### config.mk
export PLATFORM = sky130hd
export DESIGN_NAME = scan_display_n
export DESIGN_NICKNAME = d
export VERILOG_FILES = /design/src/rtl/scan_display_n.sv
export SDC_FILE = /design/constraint.sdc
export NUM_CORES = 1
export LEC_CHECK = 0
export CORE_ASPECT_RATIO = 1.5
export CORE_MARGIN = 2
export CORE_UTILIZATION = 55
export CTS_CLUSTER_SIZE = 14
export DETAILED_ROUTE_END_ITERATION = 6
export GPL_TIMING_DRIVEN = 0
export PLACE_DENSITY = 0.91
export REMOVE_ABC_BUFFERS = 1
export SYNTH_ARGS = -nofsm -noshare
export SYNTH_HDL_FRONTEND = slang
export SYNTH_SLANG_ARGS = --single-unit
### constraint.sdc
create_clock -name clk -period 3 [get_ports clk]
set_clock_uncertainty 0.15 [all_clocks]
set_input_delay 0.45 -clock clk [delete_from_list [all_inputs] [get_ports clk]]
set_output_delay 0.45 -clock clk [all_outputs]
set_load 0.005 [all_outputs]
### src/rtl/scan_display_n.sv
// rtl/scan_display_n.sv - time-multiplexed common-anode display scanner with dead-time, snapshot, mask and LZ blanking
//
// Parameters:
//   DIGITS  number of multiplexed digits (2..16)
//   DW      width of one digit code
//   DIV     clk cycles per digit slot (>= 2)
//   BLANK   dark cycles at the start of every slot (1 <= BLANK < DIV)
// Ports:
//   clk          system clock, rising edge
//   rst          asynchronous active-high reset
//   en           scan enable; low freezes the scan position and darkens the display
//   din          digit codes, digit k at din[k*DW +: DW]
//   dmask        per-digit show enable (1 = show)
//   lz_en        leading-zero suppression enable
//   Dout         code of the digit currently lit, 0 when dark
//   Eout         active-low one-cold digit enable, digit k on Eout[DIGITS-1-k]
//   frame_start  one-cycle pulse the cycle after a new snapshot is taken

module scan_display_n #(
  parameter int DIGITS = 4,
  parameter int DW     = 4,
  parameter int DIV    = 1000,
  parameter int BLANK  = 2
) (
  input  logic                 clk,
  input  logic                 rst,
  input  logic                 en,
  input  logic [DIGITS*DW-1:0] din,
  input  logic [DIGITS-1:0]    dmask,
  input  logic                 lz_en,
  output logic [DW-1:0]        Dout,
  output logic [DIGITS-1:0]    Eout,
  output logic                 frame_start
);

  localparam int PW = $clog2(DIV);
  localparam int KW = $clog2(DIGITS);

  // scan position: prescaler within the slot and digit index
  logic [PW-1:0] p;
  logic [KW-1:0] k;

  // frame-coherent copies of the inputs, only refreshed at the top of a frame
  logic [DIGITS*DW-1:0] din_s;
  logic [DIGITS-1:0]    dmask_s;
  logic [DIGITS-1:0]    lz_s;

  logic                 p_last;
  logic                 k_last;
  logic                 snap;
  logic                 lit;
  logic [DIGITS-1:0]    lz_next;
  logic [DIGITS-1:0]    eout_next;
  logic                 above_zero;
  logic                 digit_zero;

  assign p_last = (p == PW'(DIV - 1));
  assign k_last = (k == KW'(DIGITS - 1));
  assign snap   = en && (p == '0) && (k == '0);

  // A digit is a leading zero when it and every digit above it are zero.
  // Walk from the most significant digit down, carrying "all above are zero".
  // Digit 0 is never suppressed so a zero value still shows a single 0.
  always_comb begin
    lz_next    = '0;
    above_zero = 1'b1;
    digit_zero = 1'b0;
    for (int j = DIGITS - 1; j >= 1; j--) begin
      digit_zero = (din[j*DW +: DW] == '0);
      lz_next[j] = lz_en && digit_zero && above_zero;
      above_zero = above_zero && digit_zero;
    end
  end

  // The first BLANK cycles of each slot stay dark so the previous digit's
  // anode can turn off before the shared data bus changes (anti-ghosting).
  assign lit = en && (p >= PW'(BLANK)) && dmask_s[k] && !lz_s[k];

  always_comb begin
    eout_next = '1;
    if (lit) begin
      eout_next[KW'(DIGITS - 1) - k] = 1'b0;
    end
  end

  always_ff @(posedge clk or posedge rst) begin
    if (rst) begin
      p           <= '0;
      k           <= '0;
      din_s       <= '0;
      dmask_s     <= '0;
      lz_s        <= '0;
      Dout        <= '0;
      Eout        <= '1;
      frame_start <= 1'b0;
    end else begin
      // position advance; en low holds the position
      if (en) begin
        if (p_last) begin
          p <= '0;
          k <= k_last ? '0 : k + 1'b1;
        end else begin
          p <= p + 1'b1;
        end
      end

      // snapshot at the top of the frame; the slot-0 dead time guarantees
      // the new shadows are in place before slot 0 lights
      if (snap) begin
        din_s   <= din;
        dmask_s <= dmask;
        lz_s    <= lz_next;
      end
      frame_start <= snap;

      // outputs decoded from the pre-edge position and shadows
      Eout <= eout_next;
      Dout <= lit ? din_s[k*DW +: DW] : '0;
    end
  end

endmodule

==> metrics.yaml, run 1 <==
cp_slowest_cell: "dfrtp_1"
routedWlPerCell_um: 18.0
critical_path_class: "flop to flop"
synth_area_leader_cell: "dfrtp_1"
cp-end-kind: "flop"
place_congestion: 0.731
die-area_um2: 4450
top_usage_layer: "met2"
yosys_warnings: 0
grtUsageMet2: 0.394
synth-simple-area-share: 0.143
synth_most_common_cell: "dfrtp_1"
synth_area_per_cell_um2: 13.8
fin_area_um2: 2580
layout-drive-gt1-share: 0.238
crit_chain: "inv_1 -> ha_1 -> and3_1 -> nand3_4 -> mux2_2"
register_area_um2: 1110
fmaxAchievable_mhz: 442
routed_wl_mm: 4.18
hold_viol_final: 0
cts_root_buffer: "clkbuf_8"
nets: 219
grt_pass1_wl_mm: 6.83
synthAdderAreaFrac: 0.0406
synth.distinct_cells: 34
cp_num_buf_inv: 1
seq_area_frac_synth: 0.513
drv_cap: 0
cts.path.max_buffers: 2
multi_input_area_um2: 966
synth_top_family_by_area: "multiplexers"
post_cts_buffers: 0
cp.arrival_ns: 2.30
synth_flop_cell: "dfrtp_1"
ioPinCount: 33
synth_compound_area_frac: 0.0435
yosysTopAreaCellShare: 0.464
vias_per_cell: 5.91
drc: 0
drv_slew: 0
cp_max_fo: 24
cts_resized: 0
clock_sinks: 44
areaGrowthSynthToFinish_pct: 19.7
power_density_nw_per_um2: 754
slew-limit-headroom: 0.411
yosys.area_share.xor_xnor: 0.00813
status: "finished, final reports clean"
antenna_found_initial: 0
synthTopCellsByCount: "40 x dfrtp_1, 17 x mux2_4, 7 x ha_1, 7 x inv_1"
start_util: 0.580
grt_max_degree: 45
antennaDiodeCount: 0
cp.required_ns: 3.03
netlist_area_um2: 2160
tightest_slew_ns: 0.882
setup_violations: 0
drtAntennaViolNets: 0
gr-usage-all-layers: 0.222
io_buffers: 32
insertion_delay_ns: 0.31
rows: 27
nFillCells: 269
ctsHtreeMaxLevel: 2
grt_pass1_vias: 1478
core_area_um2: 3720
ys_ff_latch: 44
synth.area.mux_share: 0.212
drt_iter0_markers: 57
placed_area_um2: 2470
syn_inst: 156
r2r_setup_slack_ns: 0.74
synth-async-reset-ratio: 1.00
hpwl_mm: 3.03
met3_usage: 0.0539
fin_crit_ns: 2.26
die_w_um: 55.1
rsz0062_at_grt: "false"
use_met1: 0.233
cts_hold_buffers: 0
die_y_um: 80.7
cpLargestDelayFamily: "flip-flops"
num_vias: 1371
overflow: 0
p_leak_nw: 1.16
finalCritPeriodShare: 0.755
first_pass_iters: 4
cts_tree: "done"
cp_slowest_stage_delay_ns: 0.62
vdd_drop_max_v: 0.000677
synth_edf_count: 0
hp-class: "flop to flop"
tns_ns: 0
cts_buffers: 5
netlist_top_cells_area: "dfrtp_1 46%, mux2_4 12%, mux4_2 5.2%"
clkTransAtPathRegs_ns: 0.08
hold_slack_ns: 0.347
crit_path_start_kind: "flop"
-- state kept, by name, indices dropped and copies added, names as in the netlist --
| register | flops |
|---|---|
| k | 2 |
| Dout | 4 |
| Eout | 4 |
| dmask_s | 4 |
| p | 10 |
| din_s | 16 |
| frame_start | 1 |
| lz_s | 3 |
-- worst reg2reg max path, stage by stage, from the launching register on --
cell     delay, ns
dfrtp_1       0.62
inv_1         0.15
ha_1          0.24
and3_1        0.22
nand3_4       0.36
mux2_2        0.40
-- report_power, final --
group          internal [W]  switching, W  leakage [nW]
Combinational      0.000374      0.000183         0.556
Sequential         0.000782      0.000161         0.552
Clock              0.000247      0.000197        0.0552
Total               0.00140      0.000541          1.16
-- per-layer routing --
layer  routed length [um]  up-vias
met5                    0        -
met4                  103        0
met3                  223       11
met2                 2360       63
met1                 1480      664
li1                     -      633
-- cell type report --
| class | count | share of cell area |
|---|---|---|
| Timing Repair Buffer | 32 | 0.124 |
| Tap cell | 43 | 0.0209 |
| Inverter | 7 | 0.0102 |
| Sequential cell | 44 | 0.429 |
| Clock buffer | 6 | 0.0281 |
| Clock inverter | 2 | 0.0136 |
| Multi-Input combinational cell | 98 | 0.374 |
-- cells by family (layout without fill, tap and decap cells) --
family,after synthesis,in the layout
flops,44,44
simple gates,43,43
mux,30,30
compound gates,16,16
buf+inv,14,47
fa+ha+maj,7,7
xor+xnor,2,2
-- placed cells by master, fill, tap and decap left out, types with 3 or more instances in the layout --
master / Yosys / routed
a21oi_1: 4 / 4
and3_1: 6 / 6
clkbuf_8: 0 / 5
clkdlybuf4s50_1: 0 / 32
dfrtp_1: 40 / 40
dfstp_2: 4 / 4
ha_1: 7 / 7
inv_1: 7 / 6
mux2_2: 6 / 6
mux2_4: 17 / 17
mux4_2: 5 / 5
nand2_1: 6 / 6
nand3_1: 5 / 5
nand4_1: 3 / 3
nor2_1: 3 / 3
nor2b_1: 3 / 3
nor3_1: 3 / 3
nor4_4: 3 / 3
o21ai_0: 5 / 5
or3_1: 3 / 3
or4_1: 3 / 3
-- stage by stage --
stage | util | total power, W | std cells | worst slack, ns
3_5_place_dp | 0.665 | 0.00151 | 224 | 0.514
2_1_floorplan | - | 0.00132 | 149 | 1.01
3_3_place_gp | 0.665 | 0.00146 | 224 | 0.571
4_1_cts | 0.694 | 0.00195 | 232 | 0.726
6_report | 0.694 | 0.00194 | 232 | 0.736
5_1_grt | 0.694 | 0.00205 | 232 | 0.593
-- worst paths after layout --
path	to	cells past startpoint	start
max	din_s[7]	5	k[0]
min	lz_s[2]	1	lz_s[2]
max reg2reg	din_s[7]	5	k[0]
min reg2reg	lz_s[2]	1	lz_s[2]
max in group asynchronous	k[1]	2	rst
min in group asynchronous	p[8]	2	rst
No activity file was read; power rests on OpenSTA's default activity.
==> inputs of run 2 (changes only) <==
--- a/config.mk
+++ b/config.mk
@@ -7,11 +7,11 @@
 export LEC_CHECK = 0
 export CORE_ASPECT_RATIO = 1.5
 export CORE_MARGIN = 2
-export CORE_UTILIZATION = 55
+export CORE_UTILIZATION = 53
 export CTS_CLUSTER_SIZE = 14
 export DETAILED_ROUTE_END_ITERATION = 6
 export GPL_TIMING_DRIVEN = 0
-export PLACE_DENSITY = 0.91
+export PLACE_DENSITY = 0.89
 export REMOVE_ABC_BUFFERS = 1
 export SYNTH_ARGS = -nofsm -noshare
 export SYNTH_HDL_FRONTEND = slang
==> constraint.sdc (replaced) <==
create_clock -name clk -period 2.2 [get_ports clk]
set_clock_uncertainty 0.15 [all_clocks]
set_input_delay 0.33 -clock clk [delete_from_list [all_inputs] [get_ports clk]]
set_output_delay 0.33 -clock clk [all_outputs]
set_load 0.005 [all_outputs]
==> metrics.yaml, run 2 (synthesis results as in run 1) <==
nets: 219  # unchanged
critical_path_class: "flop to flop"
fin_crit_ns: 2.10  # -0.167 ns
top_regs: "din_s: 16 flops, p: 10 flops"
setup_violations: 0  # unchanged
hpwl_mm: 2.92  # -3.4%
hp-class: "flop to flop"
drv_slew: 0  # unchanged
routedWlPerCell_um: 16.7  # -7.3%
p_leak_nw: 1.15  # -0.90%
drtAntennaViolNets: 0  # unchanged
status: "finished, final reports clean"
largest_reg_flops: 16  # unchanged
power_density_nw_per_um2: 990  # +31%
vias_per_cell: 5.84  # -1.2%
grt_pass1_wl_mm: 6.83  # unchanged
overflow: 0  # unchanged
cts_resized: 1  # +1
regMostFlops: "din_s"
drt_iter0_markers: 47  # -18%
grt_max_degree: 45  # unchanged
die_w_um: 56.1  # +1.7%
ioPinCount: 33  # unchanged
cts_buffers: 5  # unchanged
cp-end-kind: "flop"
cts_root_buffer: "clkbuf_8"
most-common-layout-cells: "38 x dfrtp_1, 32 x clkdlybuf4s50_1, 18 x mux2_4"
rows: 28  # +3.7%
insertion_delay_ns: 0.30  # about the same
cp_max_fo: 24  # unchanged
antennaDiodeCount: 0  # unchanged
final_common_cell: "dfrtp_1"
areaGrowthSynthToFinish_pct: 19.3
io_buffers: 32  # unchanged
setup_slack_ns: 0.103  # -0.633 ns
place_congestion: 0.814  # +11%
vdd_drop_max_v: 0.000759  # +12%
post_cts_buffers: 0  # unchanged
cp_slowest_stage_delay_ns: 0.51  # -0.11 ns
cts.path.max_buffers: 2  # unchanged
cp.required_ns: 2.23  # -0.80 ns
clock_sinks: 44  # unchanged
die-area_um2: 4600  # +3.5%
placed_area_um2: 2470  # +0.10%
first_pass_iters: 4  # unchanged
drc: 0  # unchanged
finalCritPeriodShare: 0.953  # +0.198
routed_wl_mm: 3.91  # -6.5%
fmaxAchievable_mhz: 477  # +8.0%
hold_viol_final: 0  # unchanged
tightest_slew_ns: 0.908  # +0.0261 ns
cts_hold_buffers: 0  # unchanged
start_util: 0.549  # -0.0307
cp_slowest_cell: "dfrtp_2"
layout-drive-gt1-share: 0.249  # +0.0106
antenna_found_initial: 0  # unchanged
drv_cap: 0  # unchanged
crit_path_start_kind: "flop"
core_area_um2: 3920  # +5.6%
report.power.total_w: 0.00255  # +31%
clkTransAtPathRegs_ns: 0.08  # about the same
nFillCells: 292  # +8.6%
cpLargestDelayFamily: "simple AND/OR/NAND/NOR gates"
die_y_um: 82.1  # +1.8%
finish.utilization: 0.655  # -0.0390
crit_chain: "inv_1 -> ha_1 -> and3_1 -> nand3_4 -> mux2_1"
slew-limit-headroom: 0.394  # -0.0174
gr-usage-all-layers: 0.194  # -0.0278
cp.arrival_ns: 2.13  # -0.17 ns
cts_tree: "done"
ctsHtreeMaxLevel: 2  # unchanged
num_vias: 1366  # -0.36%
cp_num_buf_inv: 1  # unchanged
grt_pass1_vias: 1454  # -1.6%
fin_area_um2: 2570  # -0.34%
preCtsSetupSlack_ns: -0.164  # -0.678 ns
## run 2: power by group
| part | leakage [nW] | internal, W | switching [W] |
|---|---|---|---|
| combinational | 0.559 | 0.000510 | 0.000243 |
| sequential | 0.548 | 0.00107 | 0.000215 |
| clock | 0.0455 | 0.000256 | 0.000255 |
## run 2: final timing paths
| check | start | cells after the start | slack [ns] | to |
|---|---|---|---|---|
| setup / recovery | k[0] | 5 | 0.10 | lz_s[1] |
| hold / removal | lz_s[1] | 1 | 0.35 | lz_s[1] |
| setup reg to reg | k[0] | 5 | 0.10 | lz_s[1] |
| hold reg to reg | lz_s[1] | 1 | 0.35 | lz_s[1] |
| max in group asynchronous | rst | 2 | 0.88 | k[1] |
| min in group asynchronous | rst | 2 | 0.39 | Dout[1] |
## run 2: metrics by stage
stage                     TNS [ns]  cells  hold WS, ns
after CTS                        0    234        0.358
after global routing      -0.00229    234        0.375
after global placement       -6.23    226        0.334
after floorplan                  0    149        0.276
final                            0    234        0.352
after detailed placement     -3.23    226        0.340
## run 2: worst reg2reg max path: stages, from the launching register on
cell,delay (ns)
dfrtp_2,0.51
inv_1,0.13
ha_1,0.18
and3_1,0.21
nand3_4,0.36
mux2_1,0.45
## run 2: per-layer routing
layer | global-route usage | wire (um) | vias up
met5 | 0 | 0 | -
met4 | 0.0810 | 60 | 0
met3 | 0.0467 | 174 | 6
met2 | 0.355 | 2210 | 41
met1 | 0.216 | 1460 | 685
li1 | - | - | 634
## run 2: cell type report
class                      count  area, um^2  area share
sequential                    44        1110       0.431
multi-input combinational     98         970       0.377
timing repair buffer          32         320       0.125
clock buffer                   8        90.1      0.0350
tap                           45        56.3      0.0219
inverter                       7        26.3      0.0102
==> inputs of run 3 (changes only) <==
--- a/config.mk
+++ b/config.mk
@@ -5,7 +5,7 @@
 export SDC_FILE = /design/constraint.sdc
 export NUM_CORES = 1
 export LEC_CHECK = 0
-export CORE_ASPECT_RATIO = 1.5
+export CORE_ASPECT_RATIO = 0.9
 export CORE_MARGIN = 2
 export CORE_UTILIZATION = 53
 export CTS_CLUSTER_SIZE = 14
==> metrics.yaml, run 3 (synthesis results as in run 1) <==
finalCritPeriodShare: 0.962  # +0.00840
place_congestion: 0.879  # +8.0%
crit_path_start_kind: "flop"
cp_max_fo: 12  # -50%
cpLargestDelayFamily: "flip-flops"
rows: 21  # -25%
grt_pass1_vias: 1455  # +0.069%
top_layer_used: "met4"
first_pass_iters: 4  # unchanged
antenna_found_initial: 0  # unchanged
fmaxAchievable_mhz: 473  # -0.87%
layout-drive-gt1-share: 0.253  # +0.00395
nets: 220  # +0.46%
clkTransAtPathRegs_ns: 0.09  # about the same
hold_viol_final: 0  # unchanged
cp.arrival_ns: 2.14  # about the same
most-common-layout-cells: "39 x dfrtp_1, 32 x clkdlybuf4s50_1, 17 x mux2_4"
die_w_um: 71.2  # +27%
dp_cells: 227  # +0.44%
core_area_um2: 3810  # -2.9%
p_leak_nw: 1.17  # +1.4%
cp_slowest_stage_delay_ns: 0.60  # +0.09 ns
drc: 0  # unchanged
final_common_cell: "dfrtp_1"
cp-end-kind: "flop"
stdcell_count: 236  # +0.85%
ioPinCount: 33  # unchanged
finish.utilization: 0.687  # +0.0314
report.power.total_w: 0.00274  # +7.7%
regMostFlops: "din_s"
top_regs: "din_s: 16 flops, p: 10 flops"
start_util: 0.566  # +0.0164
cp_slowest_cell: "dfrtp_1"
cts_root_buffer: "clkbuf_8"
met3_length_um: 224  # +29%
routed_wl_mm: 4.38  # +12%
vdd_drop_max_v: 0.000587  # -23%
gr-usage-all-layers: 0.201  # +0.00711
clock_sinks: 44  # unchanged
antennaDiodeCount: 0  # unchanged
die-area_um2: 4590  # -0.22%
overflow: 0  # unchanged
num_vias: 1407  # +3.0%
wl_met2_mm: 2.21  # unchanged
drt_iter0_markers: 177  # +280%
drt-met1-wl_mm: 1.87  # +29%
slew-limit-headroom: 0.417  # +0.0233
crit_chain: "inv_1 -> ha_1 -> and3_1 -> nand3_4 -> mux2_1"
die_y_um: 64.5  # -21%
insertion_delay_ns: 0.30  # about the same
grt_max_degree: 45  # unchanged
drv_cap: 0  # unchanged
status: "finished, final reports clean"
drv_slew: 0  # unchanged
cts.path.max_buffers: 2  # unchanged
routedWlPerCell_um: 18.6  # +11%
setup_violations: 0  # unchanged
hpwl_mm: 2.96  # +1.3%
cts_hold_buffers: 0  # unchanged
grt_pass1_wl_mm: 7.11  # +4.0%
ctsHtreeMaxLevel: 2  # unchanged
hp-class: "flop to flop"
areaGrowthSynthToFinish_pct: 21.4
vias_per_cell: 5.96  # +2.1%
cts_buffers: 5  # unchanged
critical_path_class: "flop to flop"
power_density_nw_per_um2: 1050  # +5.9%
io_buffers: 32  # unchanged
cp.required_ns: 2.22  # about the same
largest_reg_flops: 16  # unchanged
fin_crit_ns: 2.12  # +0.0185 ns
cts_tree: "done"
tightest_slew_ns: 0.873  # -0.0349 ns
drtAntennaViolNets: 0  # unchanged
cp_num_buf_inv: 1  # unchanged
==> run 3: timing repair <==
action,CTS,global route
endpoints found under the hold margin,0,0
buffers inserted,0,0
setup endpoints to repair,12,23
gates cloned,0,1
resized for setup,1,1
==> run 3: worst paths after layout <==
| path | startpoint | to | slack, ns | cells after the start |
|---|---|---|---|---|
| worst max register to register | k[1] | lz_s[1] | 0.08 | 5 |
| worst min-delay path | din_s[6] | din_s[6] | 0.36 | 1 |
| worst min register to register | din_s[6] | din_s[6] | 0.36 | 1 |
| worst max-delay path | k[1] | lz_s[1] | 0.08 | 5 |
| max in group asynchronous | rst | k[0] | 0.93 | 2 |
| min in group asynchronous | rst | Dout[0] | 0.38 | 2 |
==> run 3: power breakdown <==
| group | internal [W] | switching [W] |
|---|---|---|
| sequential | 0.00107 | 0.000222 |
| combinational | 0.000514 | 0.000284 |
| clock | 0.000372 | 0.000286 |
==> run 3: layout make-up <==
class	count	area, um^2
timing repair buffer	32	320
clock buffer	6	82.6
clock inverter	2	38.8
inverter	7	26.3
tap	46	57.6
sequential	44	1110
multi-input combinational	99	983
fill	245	1190
==> run 3: through the flow <==
stage | hold slack, ns | setup TNS (ns) | setup WS, ns | area (um^2)
after floorplan | 0.276 | 0 | 0.210 | 2100
after detailed placement | 0.344 | -3.42 | -0.187 | 2480
final | 0.364 | 0 | 0.0846 | 2620
after CTS | 0.367 | 0 | 0.0399 | 2600
after global placement | 0.329 | -5.57 | -0.116 | 2480
after global routing | 0.385 | -0.0137 | -0.0137 | 2620
==> run 3: per-layer routing <==
layer  up-vias  GRT usage
li1        637          -
met1       712      0.256
met2        50      0.338
met3         8     0.0467
met5         -          0
met4         0     0.0684
==> run 3: worst reg2reg max path, stage by stage (launching register included) <==
cell and delay (ns):
dfrtp_1 0.60, inv_1 0.12, ha_1 0.21, and3_1 0.26
nand3_4 0.26, mux2_1 0.39
==> variant: new RTL, settings of run 3 <==
Make the reset (`rst`) synchronous in one clocked block. Comments in the files are not updated.
--- a/src/rtl/scan_display_n.sv
+++ b/src/rtl/scan_display_n.sv
@@ -84,5 +84,5 @@
   end
 
-  always_ff @(posedge clk or posedge rst) begin
+  always_ff @(posedge clk) begin
     if (rst) begin
       p           <= '0;
Check against the original RTL: differs if rst is asserted again (counterexample within 4 cycles, from zero or initial values and one cycle with rst high); with rst held inactive, the same outputs for 10 cycles.
==> variant against run 3 <==
- worst setup slack improved by 110 ps
- critical path depth decreased by 1
- synthesized area down 6.3%
- sequential cell count unchanged
- cell area is 5.0% lower
- register-to-register slack improved by 170 ps
- first-iteration DRC count down 37%
- cell count increased by 23%
- routed wire length decreased by 4.0%
- critical endpoint is now p[3]
- largest cell class is now multi-input gates
Power is not compared: it rests on default switching activity, and its combinational part moved more than twofold at a synthesized area within 25%.
==> variant: results (changes against run 3) <==
The fraction of the mapped netlist area in compound gates was 5.139% (+0.79 points); the adder-cell share of the synthesized area was 4.334% (+0.27 points). The clock-cell share of area was 3.726% (-0.91 points); the share of the core filled with cells in the final layout was 67.55% (-1.1 points). The synthesized netlist cell count came out at 209 (+34%).

The portion of the layout cell area used by non-clock buffers is 14.90% (+2.7 points), and the detailed-routed wire length on met2 is 2067 um (-6.6%). The run finished with clean final reports. The setup slack on the worst flop-to-flop path was 250 ps (+170 ps). The proportion of layout cells with a drive suffix above 1 is 11.07% (-14 points).

The average vias per placed instance is 5.572 (-6.5%). The count of placed standard cells including taps is 276 (+22%). The largest net degree at the start of global routing was 46 (+2.2%).

The weighted congestion reported at the end of routability-driven placement was 0.7630 (-13%). Post-placement setup slack: -572.6 ps (-385.6 ps). The longest individual stage delay on the worst path was 660 ps (+60 ps). The kind of cell with the highest combined delay along the critical path is buffers and inverters. The worst hold path begins at dmask_s[3]. For the half-perimeter wire length of the detailed placement result, the log shows 2752 um (-7.1%). The total track usage is 20.86% (+0.76 points). By area the synthesized netlist is led by dfxtp_1, mux2i_1, nand2_1, mux4_2, ha_1. The number of non-clock inverters is 5 (-2).

The tools report the root buffer cell as clkbuf_8. The detailed-route wire length was 4206 um (-4.0%). The full die area is 4323 um2 (-5.9%), and the count of cells along the worst register-to-register path is 6 (+1).

The path with the worst hold slack has its endpoint at dmask_s[3]. The met3 wirelength from detailed routing is 186 um (-17%). The violation count after the first detailed-routing iteration is 112 (-37%), and the share of the clock period used by the worst path after layout is 90.95% (-5.2 points).

The net total in the final layout is 274 (+25%). The count of distinct cell types in the synthesized netlist is 33 (-2.9%). In this run the critical register-to-register path is captured at din_s[8]. The cell area reported after detailed placement is 2326 um2 (-6.1%), and the fraction of power spent switching nets is 24.65%. Number of combinational gates with multiple inputs: 150 (+52%). The startpoint identified for the worst register-to-register timing path is k[0]. The capture point of the worst path is p[3]. The cell at the slowest stage of the critical path was clkdlybuf4s50_1.

The logs give 300 ps (about the same) for the clock insertion delay at the later pin of the skew report and 2020 ps (-120 ps) for the worst endpoint data arrival time. The post-synthesis mux area share is 17.46% (-3.8 points), and the sequential cell area fraction in the yosys report is 43.59% (-7.7 points). The tools report the global-route wire length before repair as 7141 um (+0.48%). In this run the worst setup path begins at en. The layout buffer count excluding clock buffers came out at 37 (+16%). Register fraction of the total cell area: 35.45% (-6.9 points).

Met1 wire length: 1851 um (-1.2%). The post-synthesis async set-or-reset flop share was 0% (-100 points); the count of clock-net buffers in the final layout was 6 (unchanged). The total area of multi-input combinational cells came out at 1065 um2 (+8.3%). Sorting the synthesized cells by how often they occur yields nand2_1, dfxtp_1, mux2i_1, nand3_1. The number of stages on the worst hold path came out at 2 (+1).

In the synthesized netlist the dominant register cell turns out to be dfxtp_1. The actual slew at the worst max-slew pin came out at 681.7 ps (-191.5 ps). The count of state elements after synthesis came out at 44 (unchanged).
-- variant: cell count changes after synthesis, sizes merged, moves of 24 or more --
cell | before | now
mux2 | 25 | 0
mux2i | 0 | 24
dfrtp | 40 | 0
dfxtp | 0 | 44
nand2 | 6 | 46
-- variant: timing repair --
item | CTS | global route
setup endpoints to repair | 23 | 11
pin swaps | 1 | 1
cloned | 1 | 0
buffers inserted | 2 | 3
endpoints found under the hold margin | 0 | 0
gates resized for setup | 1 | 0
-- variant: per-layer routing --
layer,GRT usage [%],vias up
met3,6.129,9
met4,9.069,0
met5,0,-
met1,25.08,768
li1,-,807
met2,34.74,32
-- variant: stage by stage --
stage,hold slack (ps),setup TNS (ps)
6_report,305.5,0
4_1_cts,305.8,0
5_1_grt,328.3,0
2_1_floorplan,249.1,-1413
3_3_place_gp,290.5,-13290
3_5_place_dp,293.1,-13210
